$ cat src/rtl/mem_port_arbiter_pkg.sv
// Shared owner encodings and arbiter defaults for the core and the memory port arbiter.
package mem_port_arbiter_pkg;
  localparam logic [1:0] OWN_NONE = 2'b00;
  localparam logic [1:0] OWN_IF   = 2'b01;
  localparam logic [1:0] OWN_LS   = 2'b10;

  localparam int STARVE_LIMIT_DEFAULT = 4;
endpackage

$ cat src/rtl/mem_arb_prio.sv
// Fetch / load-store priority decision, with an optional fetch starve counter.
// Define MEM_ARB_STARVE_GUARD_EN to let a starved fetch override load-store priority.
import mem_port_arbiter_pkg::*;

module mem_arb_prio #(
  parameter int STARVE_LIMIT = STARVE_LIMIT_DEFAULT
) (
`ifdef MEM_ARB_STARVE_GUARD_EN
  input  logic clk,
`endif
  input  logic reset,
  input  logic if_req,
  input  logic ls_req,
  output logic if_gnt,
  output logic ls_gnt
);

  if (STARVE_LIMIT < 1 || STARVE_LIMIT > 15) begin : g_bad_limit
    $error("mem_arb_prio: STARVE_LIMIT must be 1..15");
  end

  logic if_first;

`ifdef MEM_ARB_STARVE_GUARD_EN
  localparam logic [3:0] LIMIT = 4'(STARVE_LIMIT);

  logic [3:0] starve_cnt;

  assign if_first = (starve_cnt >= LIMIT);

  // Counts consecutive denied fetch cycles; any grant or idle fetch clears it.
  always_ff @(posedge clk or posedge reset) begin
    if (reset)
      starve_cnt <= 4'd0;
    else if (if_req && !if_gnt) begin
      if (starve_cnt != 4'hF)
        starve_cnt <= starve_cnt + 4'd1;
    end else
      starve_cnt <= 4'd0;
  end
`else
  assign if_first = 1'b0;
`endif

  always_comb begin
    ls_gnt = !reset && ls_req && !(if_first && if_req);
    if_gnt = !reset && if_req && !ls_gnt;
  end

endmodule

$ cat src/rtl/mem_port_arbiter.sv
// Arbitrates fetch and load-store onto one single-port synchronous RAM.
// Optional MEM_ARB_STARVE_GUARD_EN enables the fetch starvation guard.
import mem_port_arbiter_pkg::*;

module mem_port_arbiter #(
  parameter int STARVE_LIMIT = STARVE_LIMIT_DEFAULT
) (
  input  logic        clk,
  input  logic        reset,
  input  logic        if_req,
  input  logic [29:0] if_addr,
  output logic        if_gnt,
  output logic        if_rvalid,
  output logic [31:0] if_rdata,
  input  logic        ls_req,
  input  logic        ls_we,
  input  logic [3:0]  ls_be,
  input  logic [29:0] ls_addr,
  input  logic [31:0] ls_wdata,
  output logic        ls_gnt,
  output logic        ls_rvalid,
  output logic [31:0] ls_rdata,
  output logic        mem_en,
  output logic        mem_we,
  output logic [3:0]  mem_be,
  output logic [29:0] mem_addr,
  output logic [31:0] mem_wdata,
  input  logic [31:0] mem_rdata
);

  logic [1:0] owner_q;
  logic       ls_wr_q;

  mem_arb_prio #(.STARVE_LIMIT(STARVE_LIMIT)) u_prio (
`ifdef MEM_ARB_STARVE_GUARD_EN
    .clk    (clk),
`endif
    .reset  (reset),
    .if_req (if_req),
    .ls_req (ls_req),
    .if_gnt (if_gnt),
    .ls_gnt (ls_gnt)
  );

  // Grants already fold in reset, so the command bus is quiet during reset too.
  always_comb begin
    mem_en    = if_gnt || ls_gnt;
    mem_we    = ls_gnt && ls_we;
    mem_be    = 4'h0;
    mem_addr  = 30'd0;
    mem_wdata = 32'd0;
    if (ls_gnt) begin
      mem_be    = ls_be;
      mem_addr  = ls_addr;
      mem_wdata = ls_wdata;
    end else if (if_gnt) begin
      mem_be   = 4'hF;
      mem_addr = if_addr;
    end
  end

  always_ff @(posedge clk or posedge reset) begin
    if (reset) begin
      owner_q <= OWN_NONE;
      ls_wr_q <= 1'b0;
    end else begin
      owner_q <= ls_gnt ? OWN_LS : (if_gnt ? OWN_IF : OWN_NONE);
      ls_wr_q <= ls_gnt && ls_we;
    end
  end

  // A write completion returns zero data rather than whatever the RAM drives.
  always_comb begin
    if_rvalid = (owner_q == OWN_IF);
    ls_rvalid = (owner_q == OWN_LS);
    if_rdata  = if_rvalid ? mem_rdata : 32'd0;
    ls_rdata  = (ls_rvalid && !ls_wr_q) ? mem_rdata : 32'd0;
  end

endmodule

$ cat config.mk
export PLATFORM = sky130hd
export DESIGN_NAME = mem_port_arbiter
export DESIGN_NICKNAME = d
export VERILOG_FILES = /design/src/rtl/mem_port_arbiter_pkg.sv /design/src/rtl/mem_arb_prio.sv /design/src/rtl/mem_port_arbiter.sv
export SDC_FILE = /design/constraint.sdc
export NUM_CORES = 1
export LEC_CHECK = 0
export CORE_AREA = 8 8 98 100
export CTS_CLUSTER_DIAMETER = 30
export DETAILED_ROUTE_END_ITERATION = 7
export DIE_AREA = 0 0 106 108
export HOLD_SLACK_MARGIN = 0.03
export MAX_ROUTING_LAYER = met4
export PLACE_DENSITY = 0.71
export SLEW_MARGIN = 20
export SYNTH_ARGS = -nofsm -noshare
export SYNTH_HDL_FRONTEND = slang
export SYNTH_HIERARCHICAL = 1
export SYNTH_SLANG_ARGS = --single-unit
$ cat constraint.sdc
create_clock -name clk -period 2 [get_ports clk]
set_clock_uncertainty 0.1 [all_clocks]
set_input_delay 0.5 -clock clk [delete_from_list [all_inputs] [get_ports clk]]
set_output_delay 0.5 -clock clk [all_outputs]
set_load 0.05 [all_outputs]
======== Yosys cells after proc, flatten, opt, wreduce, memory -nomap -nowiden ========
Cells that the tools add are included.
word-level totals
  output and inout bits ................... 136
  word-level logic and storage cells ...... 22
  input bits .............................. 133
  bits in registers ....................... 3
cells by class
  reduce and logical (&&, ||, !) cells .... 9
  multiplexer cells ....................... 9
  equality and inequality tests ........... 2
operator list
  cell                                                              count
  32-bit 2-to-1 mux                                                 3
  30-bit 2-to-1 mux                                                 2
  4-bit 2-to-1 mux                                                  2
  1-bit logical AND                                                 5
  1-bit zero test                                                   3
  2-bit by 1-bit == test with 1-bit output (second input constant)  1
  2-bit == test (second input constant)                             1
  2-bit 2-to-1 mux                                                  1
  1-bit logical OR                                                  1
  1-bit 2-to-1 mux                                                  1

======== Longest topological paths before layout ========
  depth after elaboration ................. 6
  gate-level depth with buffers ........... 6
  mapped depth without buffers ............ 3

======== By module ========
Netlist, hierarchy kept.
modules (own cells, without submodules)
  module            sequential area each (um2)  cells an instance  area an instance (um2)  instances
  mem_port_arbiter  75.1                        162                1171.1                  1
  mem_arb_prio      0.0                         2                  18.8                    1

======== Worst setup path before layout ========
Ideal clock, no wire load.
  path type ............................... input to output
  start point ............................. input port ls_req
  end point ............................... output port mem_addr[27]
  buffers on the path ..................... 0
  stages .................................. 3
  setup slack ............................. -1.067 ns
  arrival time ............................ 2.467 ns
  required time ........................... 1.400 ns
  cells stage by stage .................... nor3b_2 > nand2_1 > o21ai_0
on the way
  word-level cells in the longest chain between the ends .. 5
ends and longest elaborated chain
  element              line                    source
  from (decl)          mem_port_arbiter.sv:15  input logic ls_req,
  1-bit logical AND *  mem_arb_prio.sv:46      ls_gnt = !reset && ls_req && !(if_first && if_req);
  1-bit zero test      mem_arb_prio.sv:47      if_gnt = !reset && if_req && !ls_gnt;
  1-bit logical AND    mem_arb_prio.sv:47
  30-bit 2-to-1 mux    mem_port_arbiter.sv:56  end else if (if_gnt) begin
  30-bit 2-to-1 mux *  mem_port_arbiter.sv:52  if (ls_gnt) begin
  to (decl)            mem_port_arbiter.sv:26  output logic [29:0] mem_addr,
Every way passes the cells marked *; elsewhere a longest branch is shown, timed or not.

======== Worst setup path in the final report ========
  start point ............................. input port reset
  end point ............................... output port mem_addr[16]
on the way
  word-level cells in the longest chain between the ends .. 6
  elaborated cells between the ends (all ways) .. 7
  those cells by class .................... 2 x mux; 5 x reduce/logical
ends and longest elaborated chain
  element              line                                    source
  from (decl)          mem_port_arbiter.sv:9                   input logic reset,
  1-bit zero test *    mem_arb_prio.sv:46, mem_arb_prio.sv:47
  1-bit logical AND    mem_arb_prio.sv:46
  1-bit zero test      mem_arb_prio.sv:47
  1-bit logical AND    mem_arb_prio.sv:47
  30-bit 2-to-1 mux    mem_port_arbiter.sv:56
  30-bit 2-to-1 mux *  mem_port_arbiter.sv:52
Marked as above.

==> flow_metrics.env <==
export IMPL_power_uw=1840
export IMPL_endpoint_kind="output port"
export IMPL_max_slew_margin_rel_pct=85.9
export IMPL_final_area_um2=6460
export IMPL_clock_sinks=3
export IMPL_cp_launch_type="input port"
export IMPL_cts_root_buf="clkbuf_8"
export IMPL_finalMaxSlewViolations=0
export IMPL_io_pin_count=269
export IMPL_drive_gt1_share_pct=69.5
export IMPL_syn_inst_count=164
export IMPL_mostFrequentLayoutCell="buf_12"
export IMPL_cts_hold_buffers_added=0
export IMPL_layout_area_seq_um2=75.1
export IMPL_yosysWarningCount=6
export IMPL_die_area_um2=11400
export IMPL_global_route_usage_total_pct=20.9
export IMPL_cts_root_to_sink_buffers=2
export IMPL_cts_tree="done"
export IMPL_grt_pass1_wl_mm=17.8
export IMPL_die_w_um=106
export IMPL_detail_route_vias_per_cell=4.37
export IMPL_floorplan_die_height_um=108
export IMPL_power_static_leakage_uw=0.00279
export IMPL_cts_inserted_buffers=3
export IMPL_rows=33
export IMPL_floorplan_initialDensity_pct=14.8
export IMPL_critical_path_required_ns=1.40
export IMPL_design_core_area_um2=8050
export IMPL_timing_final_crit_period_ns=2.24
export IMPL_status="finished, violations left"
export IMPL_min_period_over_period_pct=112
export IMPL_detail_route_iter0_violations=32
export IMPL_synthesis_nets=297
export IMPL_fmax_mhz=447
export IMPL_fin_cells=564
export IMPL_layout_setup_ws_ns=-0.238
export IMPL_max_vdd_ir_drop_mv=0.177
export IMPL_detail_route_wl_per_cell_um=22.9
export IMPL_routed_via_count=2467
export IMPL_num_fill_cells=436
export IMPL_setup_repair_after_global_routing_missed_its_margin="true"
export IMPL_postRouteWirelength_mm=12.9
export IMPL_worst_slew_pin_slew_ns=0.212
export IMPL_grt_pass1_vias=2926
export IMPL_detailedRoute_firstPassIterationCount=4
export IMPL_report_final_setup_viol=126
export IMPL_drcViolationCount=0
export IMPL_drv_max_cap_violation_count=0
export IMPL_grt_start_max_net_pins=34
export IMPL_worstSetupStartpoint="reset"
export IMPL_area_used_by_multi_input_combinational_logic_um2=1510
export IMPL_grt_overflow=0
export IMPL_antenna_violating_nets_post_route=0
export IMPL_nNetsFinal=593
export IMPL_grt_antenna_before_repair=0
export IMPL_gp_congestion=0.708
export IMPL_dp_final_hpwl_mm=10.1
export IMPL_violations_in_the_final_reports="setup timing"
export IMPL_worst_path_max_fanout=4
export IMPL_cp_arrival_ns=1.64
export IMPL_area_delta_synth_final_pct=443
export IMPL_placedInstanceArea_um2=5810
export IMPL_synth_seq_area_share_pct=6.31
export IMPL_critical_path_class="in2out"
export IMPL_layout_common_cells="buf_12 (144), clkdlybuf4s50_1 (129), and2_4 (97)"
export IMPL_place_detailed_instances=538
export IMPL_syn_area_um2=1190
export IMPL_ys_ff_latch=3
export IMPL_insertedDiodeCount=0
export IMPL_p_per_area_nw_per_um2=286
export IMPL_timing_hold_ws_ns=0.160
export IMPL_setup_total_negative_slack_ns=-13.53
export IMPL_synth_lib_cells_used_distinct=17
export IMPL_clk_pin_slew_ns=0.03
export IMPL_min_path_type="in2async"
export IMPL_report_final_hold_viol_count=0
export IMPL_buffer_ports_inserted=268
export IMPL_htreeDepth=1
export IMPL_synthesis_area_per_instance_um2=7.26
==> critical path, stage by stage <==
cell	delay, ns
buf_8	0.10
buf_6	0.11
nor2b_4	0.13
nor2b_4	0.07
buf_12	0.13
buf_16	0.12
buf_6	0.11
a22o_4	0.22
buf_12	0.14
==> metrics by stage <==
step	utilization, %	setup slack (ns)
2_1_floorplan	-	-0.388
3_3_place_gp	72.2	-0.624
3_5_place_dp	72.2	-0.653
4_1_cts	79.2	-0.239
5_1_grt	80.2	-0.273
6_report	80.2	-0.238
==> state kept, by name, summed over array words and instances (netlist names) <==
| name | cells |
|---|---|
| ls_wr_q | 1 |
| owner_q | 2 |
==> cells in the mapped netlist <==
cell type   n  area [um^2]
buf_6       8         90.1
dfrtp_1     3         75.1
nand2_1     4         15.0
and2_1     97          607
nor2b_2     1         8.76
a21o_1      4         30.0
buf_2       5         25.0
inv_1       1         3.75
a22o_1     28          245
nor3b_4     1         18.8
clkbuf_1    4         15.0
nor3b_2     1         12.5
and2b_1     1         7.51
o21ai_0     2         10.0
or2_1       1         6.26
buf_4       1         7.51
nor2b_1     2         12.5
==> where the power goes <==
group          internal (uW)  switching (uW)
Sequential              63.7            2.08
Combinational            893             709
Clock                    136            40.4
==> layout make-up <==
type	instances	share of cell area, %
tap	105	2.03
multi-input combinational	142	23.4
clock buffer	4	0.697
timing repair buffer	309	72.6
inverter	1	0.0581
sequential	3	1.16
==> cells by family (layout without fill, tap and decap cells) <==
group	count (synthesis)	after routing	share of synthesized area (%)
AND/OR/NAND/NOR	108	108	57.8
buffers and inverters	19	314	11.9
AO/OA/AOI/OAI	34	34	24.0
flip-flops	3	3	6.31
==> path summary, 6_finish.rpt <==
path                                        end  slack, ns  cells past startpoint
setup / recovery                   mem_addr[16]      -0.24                      9
hold / removal                ls_wr_q$_DFF_PP0_       0.16                      3
max in group asynchronous  owner_q[0]$_DFF_PP0_       1.51                      3
min in group clk           owner_q[0]$_DFF_PP0_       0.68                      4
==> routing by layer <==
metal  GRT usage (%)  share of wire [%]  vias to the layer above  wire, um
met1            19.6                 33                     1163      4290
met2            41.4                 58                      164      7450
li1                -                  -                     1134         -
met4            3.62               0.75                        0        97
met3            5.95                8.5                        6      1100
met5               -                  0                        -         0
==> timing repair <==
action | CTS | global route
gates cloned | 6 | 5
pin swaps | 57 | 6
gates resized for setup | 103 | 3
endpoints found under the setup margin | 102 | 133
buffers inserted | 11 | 2
(Power assumes the default switching activity.)
